$ cat config.mk
export PLATFORM = sky130hd
export DESIGN_NAME = score_palette_lut
export DESIGN_NICKNAME = d
export VERILOG_FILES = /design/src/rtl/score_palette_pkg.sv /design/src/rtl/palette_ram.sv /design/src/rtl/score_palette_lut.sv
export SDC_FILE = /design/constraint.sdc
export NUM_CORES = 2
export LEC_CHECK = 0
export ABC_CLOCK_PERIOD_IN_PS = 6950
export CAP_MARGIN = 20
export CORE_UTILIZATION = 55
export CTS_BUF_LIST = sky130_fd_sc_hd__clkbuf_8
export CTS_CLUSTER_DIAMETER = 40
export DETAILED_ROUTE_END_ITERATION = 12
export MAX_ROUTING_LAYER = met4
export PLACE_DENSITY = 0.79
export SLEW_MARGIN = 15
export SYNTH_ARGS = -nofsm -noshare
export SYNTH_HDL_FRONTEND = slang
export SYNTH_SLANG_ARGS = --single-unit
$ cat constraint.sdc
create_clock -name Clk -period 6.95 [get_ports Clk]
set_input_delay 1.0425 -clock Clk [delete_from_list [all_inputs] [get_ports Clk]]
set_output_delay 1.0425 -clock Clk [all_outputs]
set_load 0.02 [all_outputs]
$ cat src/rtl/score_palette_pkg.sv
// Shared types and helpers for the score-digit palette lookup.
// Parameter defaults live here so the top and the bench agree on them.
package score_palette_pkg;

  localparam int IDX_W_DEF        = 4;
  localparam int CH_W_DEF         = 4;
  localparam int NUM_BANKS_DEF    = 10;
  localparam int BANK_W_DEF       = 4;
  localparam int FLASH_FRAMES_DEF = 16;
  localparam int TRANSP_IDX_DEF   = 0;

  typedef struct packed {
    logic [CH_W_DEF-1:0] r;
    logic [CH_W_DEF-1:0] g;
    logic [CH_W_DEF-1:0] b;
  } rgb_t;

  typedef enum logic {
    PH_NORMAL = 1'b0,
    PH_INVERT = 1'b1
  } flash_phase_e;

  // (c * (bright+1)) >> ch_w, no rounding; handles channel widths up to 8 bits.
  function automatic logic [7:0] fade(input logic [7:0] c, input logic [7:0] bright,
                                      input int ch_w = CH_W_DEF);
    logic [16:0] p;
    p = {9'd0, c} * ({9'd0, bright} + 17'd1);
    return 8'(p >> ch_w);
  endfunction

endpackage

$ cat src/rtl/palette_ram.sv
// Banked palette storage: one write port, one registered read-first read port.
// Out-of-range banks drop writes and read as black.
module palette_ram #(
  parameter int IDX_W     = 4,
  parameter int CH_W      = 4,
  parameter int NUM_BANKS = 10,
  parameter int BANK_W    = 4
) (
  input  logic                Clk,
  input  logic                Reset_n,
  input  logic                wr_en,
  input  logic [BANK_W-1:0]   wr_bank,
  input  logic [IDX_W-1:0]    wr_idx,
  input  logic [3*CH_W-1:0]   wr_data,
  input  logic [BANK_W-1:0]   rd_bank,
  input  logic [IDX_W-1:0]    rd_idx,
  output logic [3*CH_W-1:0]   rd_data_o
);

  localparam int DEPTH = 1 << IDX_W;

  logic [3*CH_W-1:0] mem_q [NUM_BANKS][DEPTH];
  logic [3*CH_W-1:0] mem_d [NUM_BANKS][DEPTH];
  logic [3*CH_W-1:0] rd_q;
  logic [3*CH_W-1:0] rd_d;

  // Read samples mem_q, so a same-cycle write to the same entry is not seen yet.
  always_comb begin
    mem_d = mem_q;
    rd_d  = '0;
    if (wr_en && (32'(wr_bank) < NUM_BANKS)) begin
      mem_d[wr_bank][wr_idx] = wr_data;
    end
    if (32'(rd_bank) < NUM_BANKS) begin
      rd_d = mem_q[rd_bank][rd_idx];
    end
  end

  always_ff @(posedge Clk or negedge Reset_n) begin
    if (!Reset_n) begin
      for (int b = 0; b < NUM_BANKS; b++) begin
        for (int i = 0; i < DEPTH; i++) begin
          mem_q[b][i] <= '0;
        end
      end
      rd_q <= '0;
    end else begin
      mem_q <= mem_d;
      rd_q  <= rd_d;
    end
  end

  assign rd_data_o = rd_q;

endmodule

$ cat src/rtl/score_palette_lut.sv
// Score-digit palette lookup: 2-stage pipeline (RAM read, then invert/fade),
// plus the frame-synchronous flash FSM and transparency flag.
module score_palette_lut
  import score_palette_pkg::*;
#(
  parameter int IDX_W        = IDX_W_DEF,
  parameter int CH_W         = CH_W_DEF,
  parameter int NUM_BANKS    = NUM_BANKS_DEF,
  parameter int BANK_W       = BANK_W_DEF,
  parameter int FLASH_FRAMES = FLASH_FRAMES_DEF,
  parameter int TRANSP_IDX   = TRANSP_IDX_DEF
) (
  input  logic                Clk,
  input  logic                Reset_n,
  input  logic                wr_en,
  input  logic [BANK_W-1:0]   wr_bank,
  input  logic [IDX_W-1:0]    wr_idx,
  input  logic [3*CH_W-1:0]   wr_data,
  input  logic                pix_valid_i,
  input  logic [BANK_W-1:0]   pix_bank_i,
  input  logic [IDX_W-1:0]    pix_idx_i,
  input  logic [CH_W-1:0]     bright_i,
  input  logic                flash_en_i,
  input  logic                transp_en_i,
  input  logic                frame_tick_i,
  output logic                pix_valid_o,
  output logic [CH_W-1:0]     red_o,
  output logic [CH_W-1:0]     green_o,
  output logic [CH_W-1:0]     blue_o,
  output logic                pix_transp_o,
  output logic                flash_phase_o
);

  logic [3*CH_W-1:0] rd_data;

  palette_ram #(
    .IDX_W     (IDX_W),
    .CH_W      (CH_W),
    .NUM_BANKS (NUM_BANKS),
    .BANK_W    (BANK_W)
  ) u_ram (
    .Clk       (Clk),
    .Reset_n   (Reset_n),
    .wr_en     (wr_en),
    .wr_bank   (wr_bank),
    .wr_idx    (wr_idx),
    .wr_data   (wr_data),
    .rd_bank   (pix_bank_i),
    .rd_idx    (pix_idx_i),
    .rd_data_o (rd_data)
  );

  logic              valid_s1_q, valid_s1_d;
  logic              transp_s1_q, transp_s1_d;
  logic              valid_q, valid_d;
  logic [CH_W-1:0]   red_q, red_d;
  logic [CH_W-1:0]   green_q, green_d;
  logic [CH_W-1:0]   blue_q, blue_d;
  logic              transp_q, transp_d;
  flash_phase_e      phase_q, phase_d;
  logic [7:0]        cnt_q, cnt_d;

  logic [CH_W-1:0]   ch_r, ch_g, ch_b;

  always_comb begin
    valid_s1_d  = pix_valid_i;
    transp_s1_d = (pix_idx_i == IDX_W'(TRANSP_IDX));

    ch_r = rd_data[3*CH_W-1:2*CH_W];
    ch_g = rd_data[2*CH_W-1:CH_W];
    ch_b = rd_data[CH_W-1:0];
    if (phase_q == PH_INVERT) begin
      ch_r = ~ch_r;
      ch_g = ~ch_g;
      ch_b = ~ch_b;
    end

    valid_d  = valid_s1_q;
    red_d    = CH_W'(fade(8'(ch_r), 8'(bright_i), CH_W));
    green_d  = CH_W'(fade(8'(ch_g), 8'(bright_i), CH_W));
    blue_d   = CH_W'(fade(8'(ch_b), 8'(bright_i), CH_W));
    transp_d = transp_s1_q & transp_en_i;
  end

  // Flash FSM: phase toggles every FLASH_FRAMES ticks while enabled, else parked.
  always_comb begin
    cnt_d   = cnt_q;
    phase_d = phase_q;
    if (!flash_en_i) begin
      cnt_d   = '0;
      phase_d = PH_NORMAL;
    end else if (frame_tick_i) begin
      if (cnt_q == 8'(FLASH_FRAMES - 1)) begin
        cnt_d   = '0;
        phase_d = (phase_q == PH_NORMAL) ? PH_INVERT : PH_NORMAL;
      end else begin
        cnt_d = cnt_q + 8'd1;
      end
    end
  end

  always_ff @(posedge Clk or negedge Reset_n) begin
    if (!Reset_n) begin
      valid_s1_q  <= 1'b0;
      transp_s1_q <= 1'b0;
      valid_q     <= 1'b0;
      red_q       <= '0;
      green_q     <= '0;
      blue_q      <= '0;
      transp_q    <= 1'b0;
      phase_q     <= PH_NORMAL;
      cnt_q       <= '0;
    end else begin
      valid_s1_q  <= valid_s1_d;
      transp_s1_q <= transp_s1_d;
      valid_q     <= valid_d;
      red_q       <= red_d;
      green_q     <= green_d;
      blue_q      <= blue_d;
      transp_q    <= transp_d;
      phase_q     <= phase_d;
      cnt_q       <= cnt_d;
    end
  end

  assign pix_valid_o   = valid_q;
  assign red_o         = red_q;
  assign green_o       = green_q;
  assign blue_o        = blue_q;
  assign pix_transp_o  = transp_q;
  assign flash_phase_o = (phase_q == PH_INVERT);

endmodule

==> impl_metrics.csv <==
group,metric,value,unit
power_and_ir_drop,p_leak,48.9,nW
floorplanning,initial_core_util,55.3,%
floorplanning,die_h,409,um
placement,port_buffers,53,
floorplanning,core,0.165,sq mm
cts,ctsHoldBuffers,0,
timing,slew_headroom,19.7,%
yosys,netlist_area,0.0912,sq mm
grt,grt_max_degree,180,
critical_path,crit_type,"in -> reg",
yosys,yosysTopAreaCell,"dfrtp_1",
critical_path,regToRegSetupSlack,3.14,ns
yosys,ys_seq_area_share,53.7,%
cts,clkLatencyLatePin,1.03,ns
timing,slew_viol_final,0,
hold_path,holdCritPathClass,"in -> async",
floorplanning,die_area,0.167,sq mm
timing,rsz0062_at_grt,"false",
critical_path,required,7.85,ns
grt,grt_pass1_vias,58200,
critical_path,r2r_cells,12,
cts,cts-root-buf,"clkbuf_8",
cts,cts_resized,0,
power_and_ir_drop,p_clk_share,42.2,%
critical_path,cp_max_fo,12,
yosys,syn-instance-count,6252,
yosys,synth_area_leaders,"dfrtp_1 (54%), mux2_2 (24%), mux4_2 (7.3%), mux2i_1 (4.2%), buf_2 (1.2%)",
power_and_ir_drop,power_density,241,mW/mm^2
routing,dr.pass1.iters,6,
timing,hold_viol_final,0,
flow_run,maxCapViolCount,0,
cts,path_clk_slew,0.06,ns
cts,cts_tree,"built",
power_and_ir_drop,power.internal,18.1,mW
finish,final_cells,8706,
grt,antenna_found_initial,13,
yosys,ys_seq_elements,1957,
yosys,synth_cell_type_count,81,
timing,whs,0.0363,ns
timing,setup_viol,0,
yosys,synthArstFlopShare,100,%
yosys,synth_most_common_cell,"dfrtp_1",
timing,final.setup.tns,0,ns
critical_path,critical_path_arrival,5.13,ns
timing,timing.final.crit_share,60.9,%
routing,dr.first_iter.drc_count,5339,
critical_path,end_kind,"flop",
placement,dp_hpwl,150,mm
critical_path,worstReg2RegStart,"flash_phase_o$_DFFE_PN0P_",
floorplanning,dieWidth,409,um
power_and_ir_drop,p_sw_share,25.3,%
power_and_ir_drop,peakVddDrop,0.226,mV
cts,htreeDepth,5,
routing,drc,0,
routing,routed_wl,246,mm
routing,vias_per_cell,6.49,
yosys,avgSynthCellArea,14.6,sq um
floorplanning,num_io_pins,54,
finish,layout-drive-gt1-share,45.8,%
routing,antenna_left,0,
power_and_ir_drop,combPwrFrac,8.1,%
timing,period_minus_slack,4.23,ns
routing,num_vias,56500,
run_status,status,"finished, final reports clean",
routing,routedWlPerCell,28.3,um
yosys,synth.yosys.warnings,0,
grt,grt_usage,30.5,%
timing,max_freq,0.236,GHz
power_and_ir_drop,p_seq_share,49.7,%
placement,place_congestion,0.899,
cts,cts_setup_buffers,0,
grt,overflow,0,
yosys,synth_edf_count,0,
finish,fin_area,0.100,sq mm
placement,place_area,0.0934,sq mm
cts,cts_buffer_depth,4,
cts,cts_num_sinks,1957,
finish,nNetsFinal,6369,
floorplanning,rows,149,
grt,grt_pass1_wl,374,mm
timing,fin_skew,0.0597,ns
power_and_ir_drop,power.switching,6.11,mW
timing,tightest_slew,1.20,ns
placement,placed_cells_incl_taps,8112,
critical_path,r2r_end,"red_o[3]$_DFF_PN0_",
cts,numCtsBuffers,341,
finish,area_delta_synth_final,9.81,%
yosys,yosys.area.top_type_share,53.7,%
critical_path,start_kind,"input pin",
yosys,synthTopCellsByCount,"dfrtp_1 (1957), mux2_2 (1933), mux2i_1 (380), mux4_2 (296), clkbuf_1 (287)",
yosys,ys.flop_type,"dfrtp_1",
yosys,syn_nets,6335,
[metrics by stage]
step | power [mW] | util [%] | worst slack (ns)
after detailed placement | 14.1 | 56.7 | 1.68
after floorplan | 13.3 | - | 2.85
final | 24.2 | 60.8 | 2.72
after CTS | 24.3 | 60.6 | 2.74
after global routing | 24.9 | 60.8 | 2.63
after global placement | 14.1 | 56.6 | 1.10
[logic make-up after synthesis]
family,after synthesis,share of synthesized area [%]
compound gates,465,3.67
xor+xnor,40,0.384
simple gates,514,2.59
flops,1957,53.7
mux,2615,35.5
buf+inv,617,3.42
fa+ha+maj,44,0.727
[final cells by class]
type,count,area [sq um]
clock inverter,150,850
inverter,22,85.1
fill,12200,64700
timing repair buffer,286,2620
clock buffer,409,5630
multi-input combinational,3678,39200
sequential,1957,49000
tap,2189,2740
antenna,15,37.5
[per-layer routing]
layer  part of all wire (%)  global-route usage, %
met5                      0                      -
met3                    8.6                   6.79
met1                     41                   41.1
met2                     46                   44.7
met4                    4.2                   13.1
[worst max-delay path by stage]
stage / cells past startpoint / endpoint / slack (ns) / from
finish: 7 / u_ram.mem_q[1175]$_DFFE_PN0P_ / 2.72 / wr_bank[1]
global placement: 9 / u_ram.rd_data_o[10]$_DFF_PN0_ / 1.10 / pix_bank_i[2]
global route: 13 / red_o[3]$_DFF_PN0_ / 2.63 / bright_i[0]
CTS: 9 / u_ram.rd_data_o[6]$_DFF_PN0_ / 2.74 / pix_bank_i[2]
detailed placement: 9 / u_ram.rd_data_o[6]$_DFF_PN0_ / 1.68 / pix_bank_i[2]
floorplan: 12 / red_o[3]$_DFF_PN0_ / 2.85 / bright_i[0]
[worst max-delay path, cell delays in order]
cell and delay [ns]:
clkdlybuf4s50_1 0.63, o21ai_0 0.33, nand2_1 0.15, nor3b_2 0.97
nand3_1 0.57, nor2_1 0.99, mux2_2 0.43
[cells in the final DEF (no fill, tap or decap), types with 9 or more instances in the layout]
master	synthesis	routed
a221oi_1	57	57
o21ai_0	101	101
clkdlybuf4s50_1	0	34
mux4_2	296	296
a21oi_1	37	37
o211ai_1	15	15
a22oi_1	80	80
nor2b_1	17	14
nand3_1	28	28
buf_6	52	14
and3_1	19	19
xnor2_1	26	26
mux2i_1	380	380
inv_1	21	121
mux2_2	1933	1933
a22o_1	12	12
nor4_1	11	10
nand2b_1	13	13
buf_4	23	207
o221ai_1	40	40
a31oi_1	15	15
and2_1	13	12
dfrtp_1	1957	1957
o22ai_1	27	27
ha_1	29	29
or2_2	9	9
nand2_1	126	123
buf_12	0	23
fa_1	15	15
nor2_1	220	212
a221o_1	17	17
clkbuf_8	0	409
clkinv_2	0	23
xor2_1	14	14
nor3_1	23	23
diode_2	0	15
[power groups by stage]
stage	clock network (mW)	registers (mW)	logic, mW
finish	10.2	12.0	1.96
floorplan	0	12.1	1.15
global route	10.8	12.0	2.08
CTS	10.3	12.0	1.94
detailed placement	0	12.2	1.94
global placement	0	12.2	1.89
[sequential cells by signal (all words and copies together), names as in the netlist]
signal / cells
transp_s1_q: 1
pix_transp_o: 1
pix_valid_o: 1
flash_phase_o: 1
blue_o: 4
red_o: 4
cnt_q: 8
green_o: 4
u_ram.rd_data_o: 12
u_ram.mem_q: 1920
valid_d: 1
No activity file was read; power rests on OpenSTA's default activity.
